<file path="config.mk">
export PLATFORM = sky130hd
export DESIGN_NAME = mem_tester_master_flat
export DESIGN_NICKNAME = d
export VERILOG_FILES = /design/src/rtl/mem_tester_master_if.sv /design/src/rtl/mem_tester_master.sv /design/src/flat_wrapper.sv
export SDC_FILE = /design/constraint.sdc
export NUM_CORES = 1
export LEC_CHECK = 0
export ABC_AREA = 1
export CAP_MARGIN = 20
export CORE_UTILIZATION = 40
export DETAILED_ROUTE_END_ITERATION = 12
export PLACE_DENSITY = 0.64
export SYNTH_ARGS = -nofsm -noshare
export SYNTH_HDL_FRONTEND = slang
export SYNTH_SLANG_ARGS = --single-unit
</file>
<file path="constraint.sdc">
create_clock -name clk_i -period 2.62 [get_ports clk_i]
set_input_delay 0.655 -clock clk_i [delete_from_list [all_inputs] [get_ports clk_i]]
set_output_delay 0.655 -clock clk_i [all_outputs]
set_load 0.01 [all_outputs]
</file>
<file path="src/rtl/mem_tester_master_if.sv">
// Avalon-MM master bus between the memory tester and the memory under test.
// The signal names carry the master's point of view in both modports.
interface mem_tester_master_if #(
  parameter int ADDR_W = 18,
  parameter int DATA_W = 16
);
  logic [ADDR_W-1:0] address_o;
  logic              write_o;
  logic [DATA_W-1:0] writedata_o;
  logic              read_o;
  logic [DATA_W-1:0] readdata_i;
  logic              readdatavalid_i;
  logic              waitrequest_i;

  modport master (
    output address_o, write_o, writedata_o, read_o,
    input  readdata_i, readdatavalid_i, waitrequest_i
  );

  modport slave (
    input  address_o, write_o, writedata_o, read_o,
    output readdata_i, readdatavalid_i, waitrequest_i
  );
endinterface

</file>
<file path="src/rtl/mem_tester_master.sv">
// Memory tester: writes an address-XOR-seed pattern over an inclusive address range,
// reads it back, and reports the mismatch count and the first failing address.
module mem_tester_master #(
  parameter int ADDR_W = 18,
  parameter int DATA_W = 16
) (
  input  logic                clk_i,
  input  logic                rst_i,
  input  logic                start_i,
  input  logic [ADDR_W-1:0]   addr_start_i,
  input  logic [ADDR_W-1:0]   addr_end_i,
  input  logic [DATA_W-1:0]   seed_i,
  mem_tester_master_if.master avm,
  output logic                busy_o,
  output logic                done_o,
  output logic                pass_o,
  output logic [15:0]         err_cnt_o,
  output logic [ADDR_W-1:0]   first_err_addr_o
);

  typedef enum logic [2:0] {
    ST_IDLE    = 3'd0,
    ST_WR      = 3'd1,
    ST_RD      = 3'd2,
    ST_RD_WAIT = 3'd3,
    ST_DONE    = 3'd4
  } state_t;

  state_t            state_r, state_s;
  logic [ADDR_W-1:0] addr_r, addr_s;
  logic [ADDR_W-1:0] range_start_r, range_start_s;
  logic [ADDR_W-1:0] range_end_r, range_end_s;
  logic [DATA_W-1:0] seed_r, seed_s;
  logic [DATA_W-1:0] wdata_r, wdata_s;
  logic              write_r, write_s;
  logic              read_r, read_s;
  logic              busy_r, busy_s;
  logic              done_r, done_s;
  logic              pass_r, pass_s;
  logic [15:0]       err_cnt_r, err_cnt_s;
  logic [ADDR_W-1:0] first_err_r, first_err_s;
  logic [ADDR_W-1:0] addr_inc_s;

  // Test pattern: the address zero-extended or truncated to the data width, XOR the seed.
  function automatic logic [DATA_W-1:0] pattern_f(input logic [ADDR_W-1:0] addr,
                                                  input logic [DATA_W-1:0] seed);
    return DATA_W'(addr) ^ seed;
  endfunction

  assign addr_inc_s = addr_r + ADDR_W'(1);

  // Next-state and next-output logic; every output is re-registered from these values.
  always_comb begin
    state_s       = state_r;
    addr_s        = addr_r;
    range_start_s = range_start_r;
    range_end_s   = range_end_r;
    seed_s        = seed_r;
    wdata_s       = wdata_r;
    err_cnt_s     = err_cnt_r;
    first_err_s   = first_err_r;
    pass_s        = pass_r;

    case (state_r)
      ST_IDLE: begin
        if (start_i) begin
          range_start_s = addr_start_i;
          range_end_s   = addr_end_i;
          seed_s        = seed_i;
          err_cnt_s     = 16'd0;
          first_err_s   = '0;
          pass_s        = 1'b0;
          addr_s        = addr_start_i;
          wdata_s       = pattern_f(addr_start_i, seed_i);
          // An inverted range is reported as a failed test without touching memory.
          if (addr_end_i < addr_start_i) begin
            state_s = ST_DONE;
          end else begin
            state_s = ST_WR;
          end
        end else begin
          state_s = ST_IDLE;
        end
      end

      ST_WR: begin
        if (!avm.waitrequest_i) begin
          // Comparing before incrementing keeps the address from wrapping at all-ones.
          if (addr_r == range_end_r) begin
            state_s = ST_RD;
            addr_s  = range_start_r;
          end else begin
            addr_s  = addr_inc_s;
            wdata_s = pattern_f(addr_inc_s, seed_r);
          end
        end else begin
          state_s = ST_WR;
        end
      end

      ST_RD: begin
        if (!avm.waitrequest_i) begin
          state_s = ST_RD_WAIT;
        end else begin
          state_s = ST_RD;
        end
      end

      ST_RD_WAIT: begin
        if (avm.readdatavalid_i) begin
          if (avm.readdata_i != pattern_f(addr_r, seed_r)) begin
            if (err_cnt_r != 16'hFFFF) begin
              err_cnt_s = err_cnt_r + 16'd1;
            end else begin
              err_cnt_s = err_cnt_r;
            end
            if (err_cnt_r == 16'd0) begin
              first_err_s = addr_r;
            end else begin
              first_err_s = first_err_r;
            end
          end else begin
            err_cnt_s = err_cnt_r;
          end
          if (addr_r == range_end_r) begin
            state_s = ST_DONE;
            pass_s  = (err_cnt_s == 16'd0);
          end else begin
            state_s = ST_RD;
            addr_s  = addr_inc_s;
          end
        end else begin
          state_s = ST_RD_WAIT;
        end
      end

      ST_DONE: begin
        state_s = ST_IDLE;
      end

      default: begin
        state_s = ST_IDLE;
      end
    endcase

    write_s = (state_s == ST_WR);
    read_s  = (state_s == ST_RD);
    done_s  = (state_s == ST_DONE);
    busy_s  = (state_s == ST_WR) || (state_s == ST_RD) || (state_s == ST_RD_WAIT);
  end

  // State and registered-output update; reset abandons any transfer in flight.
  always_ff @(posedge clk_i or negedge rst_i) begin
    if (!rst_i) begin
      state_r       <= ST_IDLE;
      addr_r        <= '0;
      range_start_r <= '0;
      range_end_r   <= '0;
      seed_r        <= '0;
      wdata_r       <= '0;
      write_r       <= 1'b0;
      read_r        <= 1'b0;
      busy_r        <= 1'b0;
      done_r        <= 1'b0;
      pass_r        <= 1'b0;
      err_cnt_r     <= 16'd0;
      first_err_r   <= '0;
    end else begin
      state_r       <= state_s;
      addr_r        <= addr_s;
      range_start_r <= range_start_s;
      range_end_r   <= range_end_s;
      seed_r        <= seed_s;
      wdata_r       <= wdata_s;
      write_r       <= write_s;
      read_r        <= read_s;
      busy_r        <= busy_s;
      done_r        <= done_s;
      pass_r        <= pass_s;
      err_cnt_r     <= err_cnt_s;
      first_err_r   <= first_err_s;
    end
  end

  assign avm.address_o    = addr_r;
  assign avm.writedata_o  = wdata_r;
  assign avm.write_o      = write_r;
  assign avm.read_o       = read_r;
  assign busy_o           = busy_r;
  assign done_o           = done_r;
  assign pass_o           = pass_r;
  assign err_cnt_o        = err_cnt_r;
  assign first_err_addr_o = first_err_r;

endmodule
</file>
<file path="src/flat_wrapper.sv">
// flat-port wrapper written by rule: the top's interface ports become plain ports
module mem_tester_master_flat 
#(
  parameter int ADDR_W = 18,
  parameter int DATA_W = 16
)
  (clk_i, rst_i, start_i, addr_start_i, addr_end_i, seed_i, busy_o, done_o, pass_o, err_cnt_o, first_err_addr_o, avm_address_o, avm_write_o, avm_writedata_o, avm_read_o, avm_readdata_i, avm_readdatavalid_i, avm_waitrequest_i);
  mem_tester_master_if #(.ADDR_W(ADDR_W), .DATA_W(DATA_W)) avm_i ();
  input  logic clk_i;
  input  logic rst_i;
  input  logic start_i;
  input  logic [ADDR_W-1:0] addr_start_i;
  input  logic [ADDR_W-1:0] addr_end_i;
  input  logic [DATA_W-1:0] seed_i;
  output logic busy_o;
  output logic done_o;
  output logic pass_o;
  output logic [15:0] err_cnt_o;
  output logic [ADDR_W-1:0] first_err_addr_o;
  output wire logic [$bits(avm_i.address_o)-1:0] avm_address_o;
  output wire logic [$bits(avm_i.write_o)-1:0] avm_write_o;
  output wire logic [$bits(avm_i.writedata_o)-1:0] avm_writedata_o;
  output wire logic [$bits(avm_i.read_o)-1:0] avm_read_o;
  input wire logic [$bits(avm_i.readdata_i)-1:0] avm_readdata_i;
  input wire logic [$bits(avm_i.readdatavalid_i)-1:0] avm_readdatavalid_i;
  input wire logic [$bits(avm_i.waitrequest_i)-1:0] avm_waitrequest_i;
  assign avm_address_o = avm_i.address_o;
  assign avm_write_o = avm_i.write_o;
  assign avm_writedata_o = avm_i.writedata_o;
  assign avm_read_o = avm_i.read_o;
  assign avm_i.readdata_i = avm_readdata_i;
  assign avm_i.readdatavalid_i = avm_readdatavalid_i;
  assign avm_i.waitrequest_i = avm_waitrequest_i;
  mem_tester_master #(.ADDR_W(ADDR_W), .DATA_W(DATA_W)) u_core (.clk_i(clk_i), .rst_i(rst_i), .start_i(start_i), .addr_start_i(addr_start_i), .addr_end_i(addr_end_i), .seed_i(seed_i), .avm(avm_i), .busy_o(busy_o), .done_o(done_o), .pass_o(pass_o), .err_cnt_o(err_cnt_o), .first_err_addr_o(first_err_addr_o));
endmodule
</file>
Word-level counts from Yosys, hierarchy flattened
Index checks and enable logic that the tools add are counted.

storage, ports and cells
  word-level logic and storage cells = 85
  input port bits = 73
  output and inout port bits = 73
  bits in registers = 128

operators by class
  order comparisons = 1
  bitwise operators = 3
  add/subtract/negate cells = 2
  multiplexer cells = 34
  equal/unequal tests = 18
  reductions and logical operators = 14

operator list
  cell                   number
  $mux 18                9
  $mux 16                9
  $pmux 16 s2            2
  $pmux 18 s3            1
  $xor 16x16->16         3
  $pmux 18 s2            1
  $logic_not 16->1       2
  $add 18x1->18 const B  1
  $eq 18x18->1           1
  $lt 18x18->1           1
  $mux 3                 6
  $add 16x1->16 const B  1
  $ne 16x16->1           1
  $ne 16x16->1 const B   1
  $eq 3x2->1 const B     4
  $pmux 3 s4             1
  $ne 2x2->1 const B     5
  $reduce_and 5->1       2
  $reduce_and 4->1       2
  $eq 3x1->1 const B     2
  $ne 2x1->1 const B     3
  $mux 1                 4
  $reduce_bool 2->1      2
  $eq 3x3->1 const B     1
  other kinds (6)        7

Longest topological paths before layout
Gate-level depths: netlist of run 1.

  depth in word-level cells = 9
  mapped depth = 19
  mapped depth without buffers = 17

Least setup slack after synthesis of run 1
Ideal clock, no wire load.

  path kind = reg2reg
  start point = reg u_core.err_cnt_r[0], in the netlist u_core.err_cnt_o[0]
  end point = reg u_core.pass_r, in the netlist u_core.pass_o
  setup slack = 0.598 ns
  cell stages (with the launch flop) = 17
  required time = 2.504 ns
  arrival = 1.906 ns
  path buffers = 0
  cell sequence = dfrtp_1 ha_1 inv_1 nor2_1 nand2_1 nor2_2 inv_1 nand2_1 inv_1 nand2_1 nand2_1 nand2_1 nor2_1 nand2_1 nor2_1 nand2_1 nand2_1

between the ends
  longest elaborated chain between the ends = 9

ends and longest elaborated chain
  what                                           RTL line                                            text
  from (decl)                                    mem_tester_master.sv:40                             logic [15:0] err_cnt_r, err_cnt_s;
  from (signal assigned)                         mem_tester_master.sv:180                            err_cnt_r <= err_cnt_s;
  $add 16x1->16 or $ne 16x16->1 (tied branches)  mem_tester_master.sv:113, mem_tester_master.sv:112
  $mux 16                                        mem_tester_master.sv:112                            if (err_cnt_r != 16'hFFFF) begin
  $mux 16 (*)                                    mem_tester_master.sv:111                            if (avm.readdata_i != pattern_f(addr_r, seed_r)) begin
  $mux 16 (*)                                    mem_tester_master.sv:110                            if (avm.readdatavalid_i) begin
  $mux 16 (*)                                    mem_tester_master.sv:64                             case (state_r)
  $logic_not 16->1 (*)                           mem_tester_master.sv:127                            pass_s = (err_cnt_s == 16'd0);
  $mux 1 (*)                                     mem_tester_master.sv:125                            if (addr_r == range_end_r) begin
  $mux 1 (*)                                     mem_tester_master.sv:110
  $pmux 1 s2 (*)                                 mem_tester_master.sv:64
  to (signal assigned)                           mem_tester_master.sv:179                            pass_r <= pass_s;
  to (decl)                                      mem_tester_master.sv:39                             logic pass_r, pass_s;

Mark *: on every way between the ends. The rest lies on a longest branch, timed or not. The select of a mux whose other input is x is not followed.
A chain may end at the register's enable or synchronous reset.

Final worst setup path of run 1
  start point = reg u_core.addr_r[9], in the netlist u_core.avm.address_o[9]
  end point = reg u_core.wdata_r[11], in the netlist u_core.avm.writedata_o[11]

between the ends
  longest elaborated chain between the ends = 5

ends and longest elaborated chain
  what                    RTL line                  text
  from (decl)             mem_tester_master.sv:30   logic [ADDR_W-1:0] addr_r, addr_s;
  from (signal assigned)  mem_tester_master.sv:170  addr_r <= addr_s;
  $add 18x1->18           mem_tester_master.sv:50   assign addr_inc_s = addr_r + ADDR_W'(1);
  $xor 16x16->16          mem_tester_master.sv:47   return DATA_W'(addr) ^ seed;
  $mux 16                 mem_tester_master.sv:89   if (addr_r == range_end_r) begin
  $mux 16                 mem_tester_master.sv:87   if (!avm.waitrequest_i) begin
  $pmux 16 s2             mem_tester_master.sv:64
  to (signal assigned)    mem_tester_master.sv:174  wdata_r <= wdata_s;
  to (decl)               mem_tester_master.sv:34   logic [DATA_W-1:0] wdata_r, wdata_s;

Several ways; a longest one is shown, not always the timed one. The select of a mux whose other input is x is not followed.

==> results.md, run 1 <==
- First-pass GRT wire length: 43.16 mm
- Min Tclk post-route: 2478 ps
- Diodes inserted: 0
- Net switching power: 5413 µW
- Ratio of cells with drive above 1 in the final layout: 11.56%
- Netlist cell types: 49
- Ys Warns: 0
- Register bit count reported by yosys: 128
- Via density: 5.263
- Fin. Hold Viols: 0
- Reg2Reg Depth: 10
- Worst Tran Pin Value: 587.3 ps
- Fin util: 56.09%
- CP Launch Point: u_core.avm.address_o[9]
- Outcome: finished clean
- Main synth FF type: dfrtp_1
- Total clock sinks: 128
- EDFF count, synth: 0
- Routed via count: 8494
- Dominant cell type by area after synthesis: dfrtp_1
- R2r endpoint: u_core.avm.writedata_o[11]
- Hold_ws: 226.4 ps
- Initial core utilization: 41.21%
- Final antenna-violating net count: 0
- Placed cell areas: 0.01033 mm²
- Sequential power share: 27.7%
- CTS Hold Bufs: 0
- CP Capture Type: flip-flop
- P&R area growth vs syn: 36.10%
- Die Area: 0.02082 mm²
- Post-synth ARST share: 100.0%
- Largest net degree at the start of global routing: 77
- NumNets Final: 1430
- Top-level I/O count: 146
- Root buf cell: clkbuf_16
- Hold Path Class: in2async
- Sw Share: 42.71%
- Crit path required time: 2980 ps
- Row count: 51
- Vias in the first global route: 7894
- Commonest non-fill, non-tap cells in the layout: 331 x nand2_1, 144 x clkdlybuf4s50_1, 132 x inv_1
- Setup crit end: u_core.avm.writedata_o[11]
- MaxCap Viol Count: 0
- Sequential fraction of the synthesis area: 39.55%
- Final Max Tran Viols: 0
- Clock network power share: 21.7%
- Setup WS post-layout: 141.8 ps
- Drt first-iter violations: 837
- Drt drc: 0
- Syn Nets: 1225
- Antenna violations before repair: 0
- H-tree levels: 4
- Power Internal: 7260 µW
- Final instance area: 0.01102 mm²
- Critical Path AT: 2840 ps
- CTS tree: done
- Final Cycle Share: 94.59%
- R2r setup slk: 140 ps
- Worst-path maximum fanout: 10
- GRT Util Overall: 27.67%
- Synth Cell Area: 0.008099 mm²
- Final setup viols: 0
- Grt total ovfl: 0
- Total Wirelength: 27.57 mm
- Hpwl dp: 20.74 mm
- Setup TNS: 0 ps
- Crit path launch type: flip-flop
- Most Frequent Cell on Critical Path: o21ai_0
- Critical path, cell by cell: inv_2 -> or2_0 -> nand3_1 -> nor2_1 -> nand3_4 -> nand2_2 -> a21oi_4 -> buf_4 -> o21ai_0 -> o21ai_0
- RR Startpoint: u_core.avm.address_o[9]
- Die Y-Extent: 144.3 µm
- Synth area leaders: dfrtp_1 40%, nand2_1 15%, inv_1 6.2%
- Pwr/cell area: 1150 mW/mm²
- Most common cell after layout, fill and taps aside: nand2_1
- Place WS: -165.7 ps
- Worst rel slew slack: 60.85%
- Critical Path Slowest Stage Cell: dfrtp_1
- Kind of critical path: reg2reg
- Worst vdd ir: 0.5962 mV
- Combinational Power Share: 50.6%
- RSZ-0062 raised after global routing: no
- Num CTS Buffers: 17
- Die width: 144.3 µm
- Clock transition at the registers of the reported paths: 60 ps
- Fin Clk Skew: 13.35 ps
- Maximum clock path buffer count: 2
- Lkg Pwr: 0.005274 µW
- Max stage delay on crit path: 550 ps
- Core area: 0.01965 mm²
- FMAX: 403.5 MHz
- GPL Wtd Cong: 0.8899
- Clk_lat worst skew: 440 ps
- Post-DR wirelength/cell: 17.08 µm
- Post-synth top area share: 39.55%
- Syn Inst Count: 1132
- First-pass iteration count of the detailed router: 5
- IO buf count: 145
- Mean post-synth cell area: 7.155 µm²
## cells by family after synthesis
group	Yosys count	synth area share (%)
simple gates	572	30.03
flops	128	39.55
fa+ha+maj	20	3.090
buf+inv	187	9.393
xor+xnor	34	3.770
compound gates	191	14.17
## sequential cells by signal, summed over array words and instances (netlist names)
| register | cells |
|---|---|
| u_core.state_r | 3 |
| u_core.busy_o | 1 |
| u_core.avm.read_o | 1 |
| u_core.avm.write_o | 1 |
| u_core.seed_r | 16 |
| u_core.range_end_r | 18 |
| u_core.pass_o | 1 |
| u_core.avm.address_o | 18 |
| u_core.range_start_r | 18 |
| u_core.first_err_addr_o | 18 |
| u_core.err_cnt_o | 16 |
| u_core.avm.writedata_o | 16 |
| u_core.done_o | 1 |
## how the worst min path moves through the flow
stage | start | end | slack [ps] | cells after the start
finish | rst_i | u_core.first_err_addr_o[10] | 230 | 1
CTS | rst_i | u_core.first_err_addr_o[10] | 240 | 1
detailed placement | u_core.avm.writedata_o[6] | u_core.avm.writedata_o[6] | 460 | 2
global placement | u_core.range_start_r[14] | u_core.range_start_r[14] | 460 | 2
global route | rst_i | u_core.first_err_addr_o[10] | 260 | 1
floorplan | rst_i | u_core.avm.address_o[0] | 360 | 0
## cell usage after synthesis, types with 2 or more instances
cell,n
o21ai_1,9
buf_2,11
nand3b_1,2
xor2_1,21
inv_2,12
clkbuf_1,18
nand3_2,2
nor3_1,14
nor4_1,2
o211ai_1,6
nand2_2,5
nor3_2,2
o21ai_0,68
o21ai_2,2
inv_1,133
a31oi_1,17
nand3_1,78
o31ai_1,20
dfrtp_1,128
a21oi_1,31
a211oi_1,2
nand2_1,331
o311ai_0,4
xnor2_1,12
buf_1,3
or2_0,2
nor2_4,3
o22ai_1,23
nor2_2,5
buf_6,3
nand4_1,18
or2_2,2
ha_1,20
nor2_1,103
buf_4,6
## power groups by stage
stage	sequential (µW)	combinational [µW]	clock, µW
finish	3510	6420	2750
global route	3600	7060	2860
CTS	3480	6360	2770
detailed placement	3510	6300	0
global placement	3500	6230	0
floorplan	3490	3600	0
## what timing repair did
action                                  4_1_cts  5_1_grt
resized for setup                             0        3
endpoints found under the setup margin        0        3
buffers inserted                              0        2
## worst max-delay path: cells and delay by family, from the launching register on
family          cells  cell delay, ps
simple gates        5             790
compound gates      3             610
flops               1             550
buf+inv             2             450
## stage by stage
| stage | power, µW | std cells |
|---|---|---|
| 6_report | 12670 | 1614 |
| 4_1_cts | 12610 | 1612 |
| 3_3_place_gp | 9731 | 1581 |
| 3_5_place_dp | 9817 | 1581 |
| 5_1_grt | 13520 | 1614 |
| 2_1_floorplan | 7094 | 1132 |
## layout make-up
class / instances / area, µm²
Fill cell: 1899 / 8631
Multi-Input combinational cell: 817 / 4140
Sequential cell: 128 / 3206
Timing Repair Buffer: 227 / 2127
Inverter: 146 / 551.8
Clock buffer: 20 / 456.7
Tap cell: 265 / 331.6
Clock inverter: 11 / 210.2
## layer usage
metal / global-route usage, % / routed length (µm) / vias up / part of all wire [%]
met1: 39.02 / 12540 / 3987 / 46
li1: - / - / 4108 / -
met4: 8.698 / 488 / 0 / 1.8
met2: 42.54 / 12320 / 363 / 45
met5: 0 / 0 / - / 0
met3: 5.298 / 2213 / 36 / 8.0
(Power assumes the default switching activity.)
==> inputs of run 2 (changes only) <==
Settings changed: CORE_MARGIN from default to 1.5.
==> run 2 against run 1 <==
  * Sequential share of layout area grew 0.095 points
  * Worst setup slack hardly changed
  * Die area rose by 1.4%
  * First-iteration DRC count down 3.2%
==> results.md, run 2 (synthesis results as in run 1) <==
- Die Area: 0.02111 mm²
- Min Tclk post-route: 2478 ps
- Setup crit end: u_core.avm.address_o[15]
- Most common cell after layout, fill and taps aside: nand2_1
- Place WS: -168.8 ps
- GPL Wtd Cong: 0.8776
- Critical Path AT: 2830 ps
- Hold Path Class: in2async
- CP Capture Type: flip-flop
- Fin Clk Skew: 11.84 ps
- CP Launch Point: u_core.avm.address_o[3]
- Met3 Usage GRT: 4.088%
- GRT Util Overall: 26.29%
- Die width: 145.3 µm
- Worst-path maximum fanout: 20
- Vias in the first global route: 7832
- Worst rel slew slack: 67.28%
- IO buf count: 145
- Net switching power: 5369 µW
- Power Total: 12450 µW
- Cell count after placement: 1581
- Root buf cell: clkbuf_16
- FMAX: 403.5 MHz
- Met1 usage: 38.64%
- Lkg Pwr: 0.005267 µW
- Crit path required time: 2970 ps
- Clock network power share: 20.4%
- Sw Share: 43.11%
- Via density: 5.221
- Ratio of cells with drive above 1 in the final layout: 11.28%
- CTS Hold Bufs: 0
- Fin. Hold Viols: 0
- GR peak layer: met2
- First-pass iteration count of the detailed router: 5
- Final Cycle Share: 94.59%
- Grt total ovfl: 0
- Total clock sinks: 128
- Reg2Reg Depth: 11
- Worst vdd ir: 0.6044 mV
- Setup WS post-layout: 141.7 ps
- Critical Path Slowest Stage Cell: dfrtp_1
- Routed via count: 8422
- Die Y-Extent: 145.3 µm
- Largest net degree at the start of global routing: 77
- Drt drc: 0
- Num CTS Buffers: 17
- Critical path's top delay family: simple AND/OR/NAND/NOR gates
- RSZ-0062 raised after global routing: no
- Outcome: finished clean
- H-tree levels: 4
- R2r endpoint: u_core.avm.address_o[15]
- Fill cell count: 1947
- Clock transition at the registers of the reported paths: 60 ps
- Final Max Tran Viols: 0
- Combinational Power Share: 51.5%
- Total area of sequential cells: 0.003204 mm²
- Setup Buffers After CTS: 0
- Worst Tran Pin Value: 487.0 ps
- Final setup viols: 0
- Max stage delay on crit path: 510 ps
- Maximum clock path buffer count: 2
- Kind of critical path: reg2reg
- Initial core utilization: 41.21%
- Total Wirelength: 27.31 mm
- Final instance area: 0.01098 mm²
- Most Frequent Cell on Critical Path: nor2_1
- RR Startpoint: u_core.avm.address_o[3]
- Multi-input logic area: 0.004140 mm²
- Clk_lat worst skew: 430 ps
- Core area: 0.01965 mm²
- Row count: 51
- Post-DR wirelength/cell: 16.93 µm
- Placed cell areas: 0.01036 mm²
- NumNets Final: 1428
- Met2 GRT Util: 39.69%
- Pwr/cell area: 1134 mW/mm²
- Instance count on the critical path: 11
- First-pass GRT wire length: 43.35 mm
- Antenna violations before repair: 0
- Buf/Inv on CP: 2
- Critical path, cell by cell: inv_2 -> nor2_1 -> nor3_2 -> nand3_1 -> nor2_2 -> nand3_4 -> o21ai_4 -> inv_2 -> o21ai_1 -> nor2_1 -> nor2_1
- Sequential power share: 28.1%
- Layout Cells excl Fill: 1613
- Hpwl dp: 20.59 mm
- R2r setup slk: 140 ps
- MaxCap Viol Count: 0
- Gates resized, CTS repair: 0
- Top-level I/O count: 146
- Commonest non-fill, non-tap cells in the layout: 331 x nand2_1, 144 x clkdlybuf4s50_1, 133 x inv_1
- Final antenna-violating net count: 0
- Power Internal: 7086 µW
- CTS tree: done
- Diodes inserted: 0
- Crit path launch type: flip-flop
- Drt first-iter violations: 810
- P&R area growth vs syn: 35.61%
==> run 2: changes by cell type in the layout (fill, tap and decap cells not counted), sizes merged <==
cell	previous run	this run
clkinvlp	3	1
bufinv	6	4
clkbuf	20	21
clkinv	4	7
inv	144	145
buf	83	81
==> run 2: final cells by class <==
| cell class | instances | share of cell area (%) |
|---|---|---|
| Clock buffer | 21 | 4.192 |
| Clock inverter | 11 | 1.470 |
| Tap cell | 265 | 3.019 |
| Sequential cell | 128 | 29.18 |
| Inverter | 146 | 4.990 |
| Timing Repair Buffer | 225 | 19.46 |
| Multi-Input combinational cell | 817 | 37.70 |
==> run 2: worst min path at each step <==
stage | start | endpoint | cells past startpoint
after CTS | rst_i | u_core.first_err_addr_o[12] | 1
after global routing | rst_i | u_core.first_err_addr_o[11] | 1
after floorplan | rst_i | u_core.avm.address_o[0] | 0
after global placement | u_core.range_start_r[0] | u_core.range_start_r[0] | 2
after detailed placement | u_core.avm.writedata_o[2] | u_core.avm.writedata_o[2] | 2
final | rst_i | u_core.first_err_addr_o[12] | 1
==> run 2: power groups by stage <==
stage	combinational (µW)	clock, µW	sequential (µW)
floorplan	3600	0	3490
global route	7070	2650	3600
detailed placement	6340	0	3510
CTS	6380	2560	3490
finish	6420	2540	3500
global placement	6270	0	3500
==> run 2: routing by layer <==
| metal | share of wire (%) | vias up | wire (µm) |
|---|---|---|---|
| met4 | 1.8 | 0 | 485 |
| li1 | - | 4102 | - |
| met2 | 44 | 335 | 11940 |
| met3 | 7.4 | 31 | 2020 |
| met5 | 0 | - | 0 |
| met1 | 47 | 3954 | 12860 |
==> run 2: metrics by stage <==
| step | hold WS [ps] | TNS (ps) | util, % |
|---|---|---|---|
| after floorplan | 359.4 | 0 | - |
| after global routing | 216.0 | 0 | 55.88 |
| after CTS | 191.8 | 0 | 55.88 |
| final | 181.4 | 0 | 55.88 |
| after detailed placement | 465.1 | -452.3 | 52.71 |
| after global placement | 458.8 | -291.4 | 52.71 |
==> patch: new RTL, flow settings as in run 2 <==
`DATA_W` is set to 16 in 3 places; all go to 12.
--- a/src/rtl/mem_tester_master_if.sv
+++ b/src/rtl/mem_tester_master_if.sv
@@ -3,5 +3,5 @@
 interface mem_tester_master_if #(
   parameter int ADDR_W = 18,
-  parameter int DATA_W = 16
+  parameter int DATA_W = 12
 );
   logic [ADDR_W-1:0] address_o;
--- a/src/rtl/mem_tester_master.sv
+++ b/src/rtl/mem_tester_master.sv
@@ -3,5 +3,5 @@
 module mem_tester_master #(
   parameter int ADDR_W = 18,
-  parameter int DATA_W = 16
+  parameter int DATA_W = 12
 ) (
   input  logic                clk_i,
--- a/src/flat_wrapper.sv
+++ b/src/flat_wrapper.sv
@@ -3,5 +3,5 @@
 #(
   parameter int ADDR_W = 18,
-  parameter int DATA_W = 16
+  parameter int DATA_W = 12
 )
   (clk_i, rst_i, start_i, addr_start_i, addr_end_i, seed_i, busy_o, done_o, pass_o, err_cnt_o, first_err_addr_o, avm_address_o, avm_write_o, avm_writedata_o, avm_read_o, avm_readdata_i, avm_readdatavalid_i, avm_waitrequest_i);
Ports: changed (resized avm_readdata_i, avm_writedata_o and seed_i); port bits go from 146 to 134. The function was not compared with the original's and may differ.
==> patch against run 2 <==
  * Critical endpoint is now u_core.avm.address_o[17]$_DFFE_PN0P_
  * Sequential cell count down 8
  * Sequential power down 10%
  * Total power down 13%
  * Routed wire length down 10%
  * Design area down 7.9%
  * Synthesized area down 6.3%
  * Fmax up 5.0%
  * Global-route usage down 0.76 points
  * Setup slack better by 0.12 ns
  * Critical path type unchanged
  * Highest routed layer unchanged
  * Via count down 9.2%
  * Worst hold slack better by 0.019 ns
==> patch: results (changes against run 2) <==
Placed design
  – Standard cell area after detailed placement: 9530 sq um (was 10400 sq um)
  – Pre-CTS WS: -0.0900 ns (was -0.169 ns)
  – Last weighted congestion value of the routability-driven placer: 0.927 (was 0.878)
  – DPL Wire Length: 18800 um (was 20600 um)

GRT
  – Overall Global Routing Usage: 25.5% (was 26.3%)
  – Via count of the first global-routing pass: 7198 (was 7832)
  – Wire length of the first global-routing pass: 38900 um (was 43400 um)
  – Largest net degree at the start of global routing: 72 (was 77)

Drt
  – Vias per cell: 5.19 (was 5.22)
  – Count of routing violations after the opening detailed-route iteration: 597 (was 810)

STA
  – Final WS setup: 0.259 ns (was 0.142 ns)
  – Transition at the pin with the smallest max-transition slack: 0.670 ns (was 0.487 ns)

Power and ir drop
  – Max IR drop VDD: 0.552 mV (was 0.604 mV)
  – Fraction of power consumed by the clock network: 21.2% (was 20.4%)

Finish
  – Number of fill cells in the layout: 1803 (was 1947)
  – Area taken by multi-input logic gates: 3900 sq um (was 4140 sq um)
  – Proportion of cell area spent on the clock network: 5.70% (was 5.66%)
  – P&R area growth vs syn: 33.3% (was 35.6%)
  – Share of the final layout cell area in sequential cells: 29.7% (was 29.2%)
  – Multi-input gates: 763 (was 817)

Yosys
  – Syn Nets: 1127 (was 1225)
  – Instance count of the mapped netlist: 1042 (was 1132)
  – Complex-gate fraction of the synthesized area: 13.1% (was 14.2%)
  – List of most frequent post-synthesis cells: sky130_fd_sc_hd__nand2_1, sky130_fd_sc_hd__dfrtp_1, sky130_fd_sc_hd__inv_1 (was sky130_fd_sc_hd__nand2_1, sky130_fd_sc_hd__inv_1, sky130_fd_sc_hd__dfrtp_1)
  – Number of different library cells in the post-synthesis netlist: 48 (was 49)
  – Share of the yosys chip area belonging to registers: 39.6% (was 39.5%)
  – Arithmetic-cell share of the synthesized area counting full adders, half adders and majority gates: 3.30% (was 3.09%)
  – Synth area leaders: sky130_fd_sc_hd__dfrtp_1, sky130_fd_sc_hd__nand2_1, sky130_fd_sc_hd__inv_1 (unchanged)

Critical path
  – Data arrival time of the worst path: 2.65 ns (was 2.83 ns)
  – CP max FO: 6 (was 20)

Status
  – Outcome: complete, no violations (unchanged)
-- patch: cell count changes after synthesis, moves of 6 or more --
cell / run 2 / this run
sky130_fd_sc_hd__nand2_1: 331 / 343
sky130_fd_sc_hd__buf_2: 11 / 5
sky130_fd_sc_hd__buf_6: 3 / 9
sky130_fd_sc_hd__nand3_1: 78 / 40
sky130_fd_sc_hd__a31oi_1: 17 / 5
sky130_fd_sc_hd__and3_1: 0 / 6
sky130_fd_sc_hd__o31ai_1: 20 / 13
sky130_fd_sc_hd__nor2_1: 103 / 77
sky130_fd_sc_hd__inv_1: 133 / 103
sky130_fd_sc_hd__dfrtp_1: 128 / 120
sky130_fd_sc_hd__xor2_1: 21 / 27
sky130_fd_sc_hd__nand4_1: 18 / 25
-- patch: per-layer routing --
layer  vias up  share of wire (%)  track usage [%]
met5         -                  0                0
met4         0                2.3             9.16
met3        43                6.7             4.59
met2       290                 43             37.9
met1      3555                 48             37.2
li1       3761                  -                -
